--- src/rtl/iot_mon_pkg.sv ---
// Shared constants and helpers for the multi-channel IoT device monitor.
package iot_mon_pkg;

  // Counter boundary behaviour: wrap modulo 2^WIDTH or clamp at 0 / max
  localparam int MODE_WRAP = 0;
  localparam int MODE_SAT  = 1;

  // Ceiling log2 that never returns less than 1, so a select port always has a bit
  function automatic int clog2_min1(input int n);
    return (n <= 2) ? 1 : $clog2(n);
  endfunction

endpackage

--- src/rtl/iot_chan_counter.sv ---
// One device-group channel: up/down counter with wrap or clamp at the ends,
// boundary-event detect, and a high/low water-mark hysteresis alarm.
// The next-state count is exported so the parent can build an exact total.
module iot_chan_counter
  import iot_mon_pkg::*;
#(
  parameter int WIDTH    = 8,
  parameter int SATURATE = MODE_WRAP,
  parameter int HIGH_WM  = 200,
  parameter int LOW_WM   = 180
) (
  input  logic             clk,
  input  logic             rst,
  input  logic             change,
  input  logic             on_off,
  output logic [WIDTH-1:0] count,
  output logic [WIDTH-1:0] next_count,
  output logic             bnd_event,
  output logic             alarm
);

  localparam logic [WIDTH-1:0] MAX_CNT = '1;

  logic at_max;
  logic at_min;
  logic alarm_next;

  // Next count: a step past either end is a boundary event; in clamp mode it
  // holds the counter, in wrap mode modular arithmetic does the wrapping.
  always_comb begin
    at_max     = (count == MAX_CNT);
    at_min     = (count == '0);
    bnd_event  = change & (on_off ? at_max : at_min);
    next_count = count;
    if (change) begin
      if (bnd_event && (SATURATE == MODE_SAT)) begin
        next_count = count;
      end else if (on_off) begin
        next_count = count + WIDTH'(1);
      end else begin
        next_count = count - WIDTH'(1);
      end
    end
  end

  // Hysteresis judged on the next-state count, so a wrap to 0 drops the alarm at once
  always_comb begin
    alarm_next = alarm;
    if (!alarm && (int'(next_count) >= HIGH_WM)) begin
      alarm_next = 1'b1;
    end else if (alarm && (int'(next_count) < LOW_WM)) begin
      alarm_next = 1'b0;
    end
  end

  // Counter and alarm registers
  always_ff @(posedge clk) begin
    if (rst) begin
      count <= '0;
      alarm <= 1'b0;
    end else begin
      count <= next_count;
      alarm <= alarm_next;
    end
  end

endmodule

--- src/rtl/iot_monitor_mc.sv ---
// Multi-channel active-device monitor: N_CH independent channel counters, an
// exact registered total across channels, sticky boundary flags and a readback mux.
module iot_monitor_mc
  import iot_mon_pkg::*;
#(
  parameter int N_CH     = 4,
  parameter int WIDTH    = 8,
  parameter int SATURATE = MODE_WRAP,
  parameter int HIGH_WM  = 200,
  parameter int LOW_WM   = 180,
  localparam int SEL_W   = clog2_min1(N_CH),
  localparam int TOT_W   = WIDTH + SEL_W
) (
  input  logic             clk,
  input  logic             rst,
  input  logic [N_CH-1:0]  change,
  input  logic [N_CH-1:0]  on_off,
  input  logic             clr_flags,
  input  logic [SEL_W-1:0] rd_sel,
  output logic [WIDTH-1:0] rd_count,
  output logic [TOT_W-1:0] total,
  output logic [N_CH-1:0]  alarm,
  output logic [N_CH-1:0]  bnd_flag
);

  logic [N_CH-1:0][WIDTH-1:0] cnt;
  logic [N_CH-1:0][WIDTH-1:0] next_cnt;
  logic [N_CH-1:0]            bnd_vec;
  logic [TOT_W-1:0]           total_next;

  for (genvar i = 0; i < N_CH; i++) begin : g_chan
    iot_chan_counter #(
      .WIDTH    (WIDTH),
      .SATURATE (SATURATE),
      .HIGH_WM  (HIGH_WM),
      .LOW_WM   (LOW_WM)
    ) u_chan (
      .clk        (clk),
      .rst        (rst),
      .change     (change[i]),
      .on_off     (on_off[i]),
      .count      (cnt[i]),
      .next_count (next_cnt[i]),
      .bnd_event  (bnd_vec[i]),
      .alarm      (alarm[i])
    );
  end

  // Sum of next-state counts; TOT_W has room for N_CH maximal channels
  always_comb begin
    total_next = '0;
    for (int i = 0; i < N_CH; i++) begin
      total_next = total_next + TOT_W'(next_cnt[i]);
    end
  end

  // Registered total, in step with the channel counters it summarises
  always_ff @(posedge clk) begin
    if (rst) begin
      total <= '0;
    end else begin
      total <= total_next;
    end
  end

  // Sticky boundary flags; a new event in the clearing cycle survives the clear
  always_ff @(posedge clk) begin
    if (rst) begin
      bnd_flag <= '0;
    end else begin
      bnd_flag <= (clr_flags ? '0 : bnd_flag) | bnd_vec;
    end
  end

  // Readback mux; selects beyond the last channel read as zero
  always_comb begin
    rd_count = '0;
    for (int i = 0; i < N_CH; i++) begin
      if (rd_sel == SEL_W'(i)) begin
        rd_count = cnt[i];
      end
    end
  end

endmodule

--- config.mk ---
export PLATFORM = sky130hd
export DESIGN_NAME = iot_monitor_mc
export DESIGN_NICKNAME = d
export VERILOG_FILES = /design/src/rtl/iot_mon_pkg.sv /design/src/rtl/iot_chan_counter.sv /design/src/rtl/iot_monitor_mc.sv
export SDC_FILE = /design/constraint.sdc
export NUM_CORES = 1
export LEC_CHECK = 0
export CAP_MARGIN = 15
export CORE_UTILIZATION = 50
export CTS_BUF_LIST = sky130_fd_sc_hd__clkbuf_2 sky130_fd_sc_hd__clkbuf_4 sky130_fd_sc_hd__clkbuf_8
export DETAILED_ROUTE_END_ITERATION = 12
export PLACE_DENSITY = 0.75
export SLEW_MARGIN = 30
export SYNTH_ARGS = -nofsm -noshare
export SYNTH_HDL_FRONTEND = slang
export SYNTH_SLANG_ARGS = --single-unit
--- constraint.sdc ---
create_clock -name clk -period 5 [get_ports clk]
set_input_delay 0.75 -clock clk [delete_from_list [all_inputs] [get_ports clk]]
set_output_delay 0.75 -clock clk [all_outputs]
set_load 0.05 [all_outputs]
==> results of run 1 <==
[routing by layer]
metal  up-vias  global-route usage, %  wire (um)
li1       1675                      -          -
met2       116                   39.7       4410
met1      1598                   32.5       4310
met3        23                   4.27        539
met5         -                      0          0
met4         0                   12.2        326
[cells by family (layout without fill, tap and decap cells)]
kind of cell	Yosys count	count (layout)	synth area share, %
AND/OR/NAND/NOR	146	146	18.4
AO/OA/AOI/OAI	85	85	13.9
buffers and inverters	55	113	6.08
adder cells (fa/ha/maj)	53	53	20.1
flip-flops	50	50	24.9
XOR/XNOR	35	35	7.83
multiplexers	24	24	8.76
[worst min-delay path by stage]
stage / start / end / cells after the start
5_1_grt: bnd_flag[1]$_SDFF_PP0_ / bnd_flag[1]$_SDFF_PP0_ / 2
3_5_place_dp: bnd_flag[1]$_SDFF_PP0_ / bnd_flag[1]$_SDFF_PP0_ / 2
6_report: bnd_flag[1]$_SDFF_PP0_ / bnd_flag[1]$_SDFF_PP0_ / 2
3_3_place_gp: bnd_flag[1]$_SDFF_PP0_ / bnd_flag[1]$_SDFF_PP0_ / 2
2_1_floorplan: g_chan[2].u_chan.alarm$_SDFFE_PP0P_ / g_chan[2].u_chan.alarm$_SDFFE_PP0P_ / 2
4_1_cts: bnd_flag[1]$_SDFF_PP0_ / bnd_flag[1]$_SDFF_PP0_ / 2
[synthesized netlist by cell type, types with 8 or more instances]
cell       n  area (um2)
a21o_1    10        75.1
a21oi_1   24         120
clkbuf_1   8        30.0
dfxtp_1   50        1000
fa_1      19         380
ha_1      34         425
inv_1     39         146
mux2i_1   10         100
nand2_1   16        60.1
nand3_1   14        70.1
nand4_1    8        50.1
nor2_1    50         188
nor2b_1   21         131
nor3_1    10        50.1
o21ai_0   13        65.1
xnor2_1   18         158
xor2_1    16         140
[registers in the layout (all words and copies together) (netlist names)]
name,cells
bnd_flag,4
g_chan.u_chan.alarm,4
g_chan.u_chan.count,32
total,10
[worst max-delay path, stage by stage]
cell and delay, ns:
clkdlybuf4s50_1 0.48, inv_1 0.10, fa_1 0.48, a211o_1 0.34, a31oi_1 0.21, nor2b_1 0.22
a21oi_1 0.11, fa_1 0.54, fa_1 0.51, inv_1 0.04, ha_1 0.32, o21ai_0 0.11
nand2b_1 0.10, a21o_1 0.18, a21o_1 0.19, a211oi_1 0.24, nor3_1 0.07
[stage by stage]
step,utilization (%),instances,setup WS (ns)
final,61.2,608,0.140
after floorplan,-,448,0.586
after detailed placement,59.9,600,-0.136
after global placement,59.9,600,-0.0446
after CTS,61.1,608,0.166
after global routing,61.2,608,-0.0578
[cell type report]
class                      count  area [um2]  area share, %
multi-input combinational    343        2780           58.8
sequential                    50        1000           21.2
timing repair buffer          66         586           12.4
inverter                      39         146           3.10
tap                          102         128           2.70
clock buffer                   5        68.8           1.46
clock inverter                 3        21.3          0.450
[timing repair]
action / CTS / global route
setup buffers: 0 / 0
gates resized for setup: 0 / 2
endpoints found under the setup margin: 0 / 2
[power by group]
part           switching, uW  leakage (uW)  internal [uW]
clock                    138     0.0000441           98.5
sequential              81.4      0.000413            485
combinational            959       0.00161            858
==> metrics, run 1 <==
Max VDD drop=563 uV; fraction of registers with async set/reset=0%; fin. max-slew vios=0; R2R Path End=total[9]$_SDFF_PP0_; TritonCTS clock tree=yes; Post-Place Cell Area=4630 um2; commonest cells after routing, fill and taps aside=nor2_1 (50), dfxtp_1 (50), inv_1 (39); final WL=9590 um; Cell Rows=32; Worst Hold Class=register to register; register bit total from synthesis=50; CTS buffer count=5; die area=8390 um2; register area share after synthesis=24.9%; GRT overflow=0; # setup viols final=0; H-tree depth=2; worst skew pair latency=0.31 ns; number of routed nets with antenna violations=0; Layout area overhead=17.9%; Synth Flop Type=dfxtp_1; largest net degree at the start of global routing=50; Syn Area/Cell=8.96 um2; core box area=7730 um2; root buffer cell=clkbuf_8; routability cong.=0.925; hold_buf cts=0; CP endpoint kind=register; fin area=4730 um2; share of layout cells above drive strength 1=11.5%; r2r setup slk=0.76 ns; Max-Cap Viols=0; overall power=2620 uW; post-synthesis instance total=448; initial core utilization=51.9%; vias per cell=5.61; antenna cells=0; status=completed; I/O pin total=39; worst path required time=5.16 ns; mean routed wirelength per cell=15.8 um; First-pass DRT Iterations=4; reg2reg start=g_chan[2].u_chan.count[0]$_SDFF_PP0_; Tcrit/Tclk final=97.2%; Clock Sinks=50; initial antenna violation count=0; FF-to-FF path depth=17; final hold vios=0; CP Max Fanout=4; CP arrival=5.02 ns; Die W=91.6 um; power per cell area=554 nW/um2; clock transition at the registers of the reported paths=0.10 ns; setup_tns=0 ns; CP Launch Type=primary input; Die H=91.6 um; port bufs=38; # DRC=0; Unique masters post-synth=51; Mapped Area=4010 um2; Vias=3,412; critical path type=primary input to register; Max Clock Skew=0.0103 ns; FILL cells=670; Slew @ Worst Pin=0.949 ns; GRT Util Overall=24.9%; first-pass GRT wire length=16,500 um; static leakage=0.00207 uW; Final min period=4.86 ns; Final HPWL DP=7710 um; Hold WS=0.476 ns; relative slew slack=36.7%; CP startpoint=on_off[0]; vias in the first global route=3,476; Net Count, Synth=514; CP Capture Point=total[9]$_SDFF_PP0_; DR iter-0 viols=173; Post-synth EDFFs=0; Bufs on Longest Clock Path=2; fmax=206 MHz; NumNets Final=571; Ys Warns=0
Note: power is estimated with default switching activity, not from simulation.
==> inputs of run 2 (changes only) <==
Settings changed: CORE_MARGIN set to 1.5.
==> metrics, run 2 (synthesis gave the netlist of run 1 again) <==
CTS buffer count=5 (unchanged); core box area=7770 um2 (+0.52%); sequential power share=21.6% (about the same); CP Max Fanout=4 (unchanged); CP max stage cell=clkdlybuf4s50_1; fmax=210 MHz (+1.8%); crit-path max cell delay=0.53 ns (about the same); initial core utilization=51.7% (-0.27 points); I/O pin total=39 (unchanged); CP Launch Type=primary input; Clock Sinks=50 (unchanged); largest net degree at the start of global routing=50 (unchanged); # DRC=0 (unchanged); status=completed; Max-Cap Viols=0 (unchanged); max reg flops=32 (unchanged); NumNets Final=572 (+0.18%); commonest cells after routing, fill and taps aside=nor2_1 (50), dfxtp_1 (50), inv_1 (38); First-pass DRT Iterations=4 (unchanged); setup_tns=0 ns (unchanged); vias in the first global route=3,343 (-3.8%); GRT Util Overall=24.1% (-0.81 points); CP arrival=4.93 ns (-0.09 ns); Clk pwr share=9.0% (about the same); instance count on the critical path=18 (+1); Int Power=1460 uW (+1.3%); fin. max-slew vios=0 (unchanged); Max VDD drop=513 uV (-8.8%); Layout area overhead=18.1%; number of routed nets with antenna violations=0 (unchanged); worst skew pair latency=0.30 ns (about the same); Final Non-Filler Cells=608 (unchanged); port bufs=38 (unchanged); Worst Hold Class=register to register; Die H=92.6 um (+1.1%); vias per cell=5.60 (-0.18%); Psw=1170 uW (-0.30%); relative slew slack=37.4% (+0.72 points); GRT overflow=0 (unchanged); hold-critical path depth=2 (unchanged); FF-to-FF path depth=16 (-1); # setup viols final=0 (unchanged); share of layout cells above drive strength 1=12.1% (+0.59 points); root buffer cell=clkbuf_8; Gate power share=69.5% (about the same); clock transition at the registers of the reported paths=0.08 ns (-0.02 ns); static leakage=0.00207 uW (+0.45%); RSZ-0062 raised after global routing=no; worst path required time=5.16 ns (about the same); Largest Register=g_chan.u_chan.count; final WL=9650 um (+0.60%); Top Family by Delay on Critical Path=adder cells; overall power=2630 uW (+0.55%); Final min period=4.77 ns (-0.0878 ns); critical path type=primary input to register; Slew @ Worst Pin=0.939 ns (-0.0108 ns); Critical path buffers and inverters=3 (unchanged); die area=8570 um2 (+2.2%); initial antenna violation count=0 (unchanged); post-layout util=61.0% (-0.20 points); Largest regs=g_chan.u_chan.count x32, total x10; postcts setup bufs=0 (unchanged); placed cells=601 (+0.17%); CP endpoint kind=register; Tcrit/Tclk final=95.4% (-1.8 points); Cell Rows=32 (unchanged); Vias=3,406 (-0.18%); Hold WS=0.478 ns (+0.00228 ns); first-pass GRT wire length=16,200 um (-1.3%); Bufs on Longest Clock Path=2 (unchanged); critical-path cell list=clkdlybuf4s50_1, inv_1, ha_1, a21oi_1, nand2_1, xor2_1, mux2i_1, fa_1, fa_1, inv_1, ha_1, nor2b_1, o21ai_0, nand2b_1, a21o_1, a21o_1, a211oi_1, nor3_1; Max Clock Skew=0.00656 ns (-0.00378 ns); hold_buf cts=0 (unchanged); H-tree depth=2 (unchanged); Die W=92.6 um (+1.1%); TritonCTS clock tree=yes; power per cell area=556 nW/um2 (+0.37%); DR iter-0 viols=123 (-29%); final hold vios=0 (unchanged); Final HPWL DP=7770 um (+0.73%); Switching Share=44.6% (-0.38 points); antenna cells=0 (unchanged); routability cong.=0.934 (+1.0%); mean routed wirelength per cell=15.9 um (+0.60%)
run 2: cell count changes in the layout (fill, tap and decap cells not counted), sizes merged:
cell | previous run | this run
buf | 29 | 30
clkinvlp | 1 | 0
clkinv | 2 | 0
clkbuf | 5 | 7
run 2: through the flow:
step | worst slack, ns | instance area [um2]
after floorplan | 0.586 | 4010
after global placement | -0.0742 | 4640
after detailed placement | -0.130 | 4640
after CTS | 0.165 | 4720
after global routing | 0.0206 | 4740
final | 0.228 | 4740
run 2: layout make-up:
class / count / area, um2
clock buffer: 7 / 83.8
fill: 668 / 3030
inverter: 39 / 146
multi-input combinational: 343 / 2790
sequential: 50 / 1000
tap: 102 / 128
timing repair buffer: 67 / 593
run 2: repair_timing:
| item | CTS | global route |
|---|---|---|
| hold endpoints to repair | 0 | 0 |
| gates resized for setup | 0 | 5 |
| setup endpoints to repair | 0 | 1 |
run 2: path summary, 6_finish.rpt:
path	from	to	slack [ns]
worst max register to register	g_chan[1].u_chan.count[0]$_SDFF_PP0_	total[9]$_SDFF_PP0_	0.78
worst min register to register	bnd_flag[3]$_SDFF_PP0_	bnd_flag[3]$_SDFF_PP0_	0.48
worst max-delay path	on_off[2]	total[9]$_SDFF_PP0_	0.23
worst min-delay path	bnd_flag[3]$_SDFF_PP0_	bnd_flag[3]$_SDFF_PP0_	0.48
run 2: worst min-delay path, delay by kind of cell, from the launching register on:
family / cells / cell delay, ns
flip-flops: 1 / 0.32
AND/OR/NAND/NOR: 1 / 0.06
AO/OA/AOI/OAI: 1 / 0.06
run 2: power by group through the flow:
stage	clock [uW]	combinational (uW)	sequential, uW
2_1_floorplan	0	1170	654
3_3_place_gp	0	1770	573
3_5_place_dp	0	1820	574
4_1_cts	239	1840	565
5_1_grt	254	2070	576
6_report	236	1830	568
run 2: routing by layer:
metal	GRT usage (%)	up-vias	part of all wire (%)
li1	-	1683	-
met1	32.1	1605	45
met2	41.0	100	48
met3	3.20	18	4.9
met4	6.41	0	1.8
met5	0	-	0
==> inputs of run 3 (changes only) <==
==> constraint.sdc (replaced) <==
create_clock -name clk -period 5 [get_ports clk]
set_input_delay 1 -clock clk [delete_from_list [all_inputs] [get_ports clk]]
set_output_delay 1 -clock clk [all_outputs]
set_load 0.05 [all_outputs]
==> metrics, run 3 (synthesis gave the netlist of run 1 again) <==
status=completed; worst skew pair latency=0.31 ns (about the same); fmax=204 MHz (-2.8%); die area=8570 um2 (unchanged); met2 Usage GRT=42.0% (+0.98 points); Top Family by Delay on Critical Path=adder cells; Clock Sinks=50 (unchanged); worst setup margin=0.0878 ns (-0.140 ns); Gate power share=71.8% (+2.3 points); r2r setup slk=0.75 ns (-0.03 ns); Int Power=1730 uW (+19%); initial antenna violation count=0 (unchanged); Psw=1380 uW (+17%); vias in the first global route=3,539 (+5.9%); final WL=11,000 um (+14%); Largest regs=g_chan.u_chan.count x32, total x10; CP max stage cell=fa_1; mean routed wirelength per cell=17.3 um (+9.0%); reg2reg start=g_chan[1].u_chan.count[0]$_SDFF_PP0_; routing usage on met3=3.28% (+0.082 points); commonest non-fill, non-tap cell in the layout=buf_4; power per cell area=597 nW/um2 (+7.5%); instance count on the critical path=17 (-1); GRT Util Overall=25.3% (+1.3 points); fin. max-slew vios=0 (unchanged); CP arrival=5.08 ns (+0.15 ns); R2R Path End=total[8]$_SDFF_PP0_; Tcrit/Tclk final=98.2% (+2.8 points); Bufs on Longest Clock Path=2 (unchanged); # setup viols final=0 (unchanged); Max Clock Skew=0.00621 ns (-0.000350 ns); Top Usage Layer GRT=met2; CP Capture Point=total[8]$_SDFF_PP0_; Hold WS=0.481 ns (+0.00330 ns); Final HPWL DP=8200 um (+5.5%); Slew @ Worst Pin=0.972 ns (+0.0334 ns); hold_buf cts=0 (unchanged); CTS buffer count=5 (unchanged); CP Launch Type=primary input; Cell Rows=32 (unchanged); Critical path buffers and inverters=4 (+1); setup_tns=0 ns (unchanged); Final min period=4.91 ns (+0.140 ns); final hold vios=0 (unchanged); met1 Usage GRT=33.0% (+0.93 points); first-pass GRT wire length=17,000 um (+5.0%); DR iter-0 viols=198 (+61%); relative slew slack=35.2% (-2.2 points); CP Max Fanout=4 (unchanged); Max-Cap Viols=0 (unchanged); Setup Slack @ Placement=-0.331 ns (-0.201 ns); routability cong.=0.911 (-2.5%); port bufs=38 (unchanged); NumNets Final=597 (+4.4%); sequential power share=18.5% (-3.1 points); number of routed nets with antenna violations=0 (unchanged); TritonCTS clock tree=yes; Clk pwr share=9.7% (+0.7 points); Die H=92.6 um (unchanged); critical path type=primary input to register; largest net degree at the start of global routing=50 (unchanged); Max VDD drop=489 uV (-4.6%); First-pass DRT Iterations=5 (+1); Switching Share=44.3% (-0.31 points); Layout area overhead=29.9%; CP endpoint kind=register; GRT overflow=0 (unchanged); static leakage=0.00224 uW (+8.0%); share of layout cells above drive strength 1=22.7% (+11 points); core box area=7770 um2 (unchanged); antenna cells=0 (unchanged); CP startpoint=on_off[1]; H-tree depth=2 (unchanged); # DRC=0 (unchanged); crit-path max cell delay=0.53 ns (about the same); critical-path cell list=clkdlybuf4s50_1, buf_4, fa_2, xnor2_1, mux2_2, fa_1, inv_1, fa_1, inv_1, ha_1, a21o_1, a21oi_2, nor2b_1, o21a_1, o41a_1, xnor2_1, nor2_1; clock transition at the registers of the reported paths=0.10 ns (+0.02 ns); vias per cell=5.73 (+2.2%); Die W=92.6 um (unchanged); max reg flops=32 (unchanged); Largest Register=g_chan.u_chan.count; I/O pin total=39 (unchanged); FILL cells=597 (-11%); worst path required time=5.16 ns (about the same); root buffer cell=clkbuf_8; Worst Hold Class=register to register; Vias=3,631 (+6.6%); initial core utilization=51.7% (unchanged); commonest cells after routing, fill and taps aside=buf_4 (54), dfxtp_1 (50), nor2_1 (49); FF-to-FF path depth=16 (unchanged)
-- run 3: repair_timing --
item / in CTS / in global routing
gates cloned: 0 / 0
gates resized for setup: 5 / 41
buffers inserted: 0 / 3
setup endpoints to repair: 2 / 3
pin swaps: 1 / 13
-- run 3: power groups by stage --
stage | Sequential [uW] | Clock (uW) | Combinational, uW
floorplan | 654 | 0 | 1170
global placement | 573 | 0 | 1860
detailed placement | 576 | 0 | 1910
CTS | 567 | 308 | 1950
global route | 584 | 322 | 2450
finish | 575 | 303 | 2230
-- run 3: area by class of cell --
type                            instances  area, um2  share of cell area [%]
Tap cell                              102        128                    2.45
Inverter                               39        146                    2.81
Sequential cell                        50       1000                    19.2
Timing Repair Buffer                   92        783                    15.0
Multi-Input combinational cell        343       3040                    58.3
Clock buffer                            5       68.8                    1.32
Clock inverter                          3       47.5                   0.912
-- run 3: per-layer routing --
| metal | up-vias | share of wire (%) |
|---|---|---|
| met4 | 0 | 2.8 |
| met5 | - | 0 |
| met1 | 1729 | 42 |
| li1 | 1734 | - |
| met3 | 19 | 6.8 |
| met2 | 149 | 48 |
-- run 3: worst reg2reg max path, delay by kind of cell (launching register included) --
family	cells	cell delay, ns
adders and majority gates	4	1.69
AOI/OAI and AO/OA	4	0.88
DFF	1	0.52
xor gates and xnor gates	2	0.33
muxes	1	0.31
buffers and inverters	3	0.22
and+or+nand+nor	2	0.14
-- run 3: per-stage QoR --
step           utilization (%)  power, uW  cell area (um2)  instances
2_1_floorplan                -       1830             4010        448
3_3_place_gp              61.8       2430             4800        623
3_5_place_dp              61.8       2490             4800        623
4_1_cts                   63.6       2830             4940        631
5_1_grt                   67.1       3350             5210        634
6_report                  67.1       3110             5210        634
-- run 3: worst min-delay path by stage --
stage	startpoint	end	slack, ns	depth (start not counted)
after floorplan	g_chan[2].u_chan.alarm$_SDFFE_PP0P_	g_chan[2].u_chan.alarm$_SDFFE_PP0P_	0.46	2
after global placement	bnd_flag[2]$_SDFF_PP0_	bnd_flag[2]$_SDFF_PP0_	0.46	2
after detailed placement	bnd_flag[0]$_SDFF_PP0_	bnd_flag[0]$_SDFF_PP0_	0.47	2
after CTS	bnd_flag[0]$_SDFF_PP0_	bnd_flag[0]$_SDFF_PP0_	0.48	2
after global routing	bnd_flag[1]$_SDFF_PP0_	bnd_flag[1]$_SDFF_PP0_	0.50	2
final	bnd_flag[1]$_SDFF_PP0_	bnd_flag[1]$_SDFF_PP0_	0.48	2
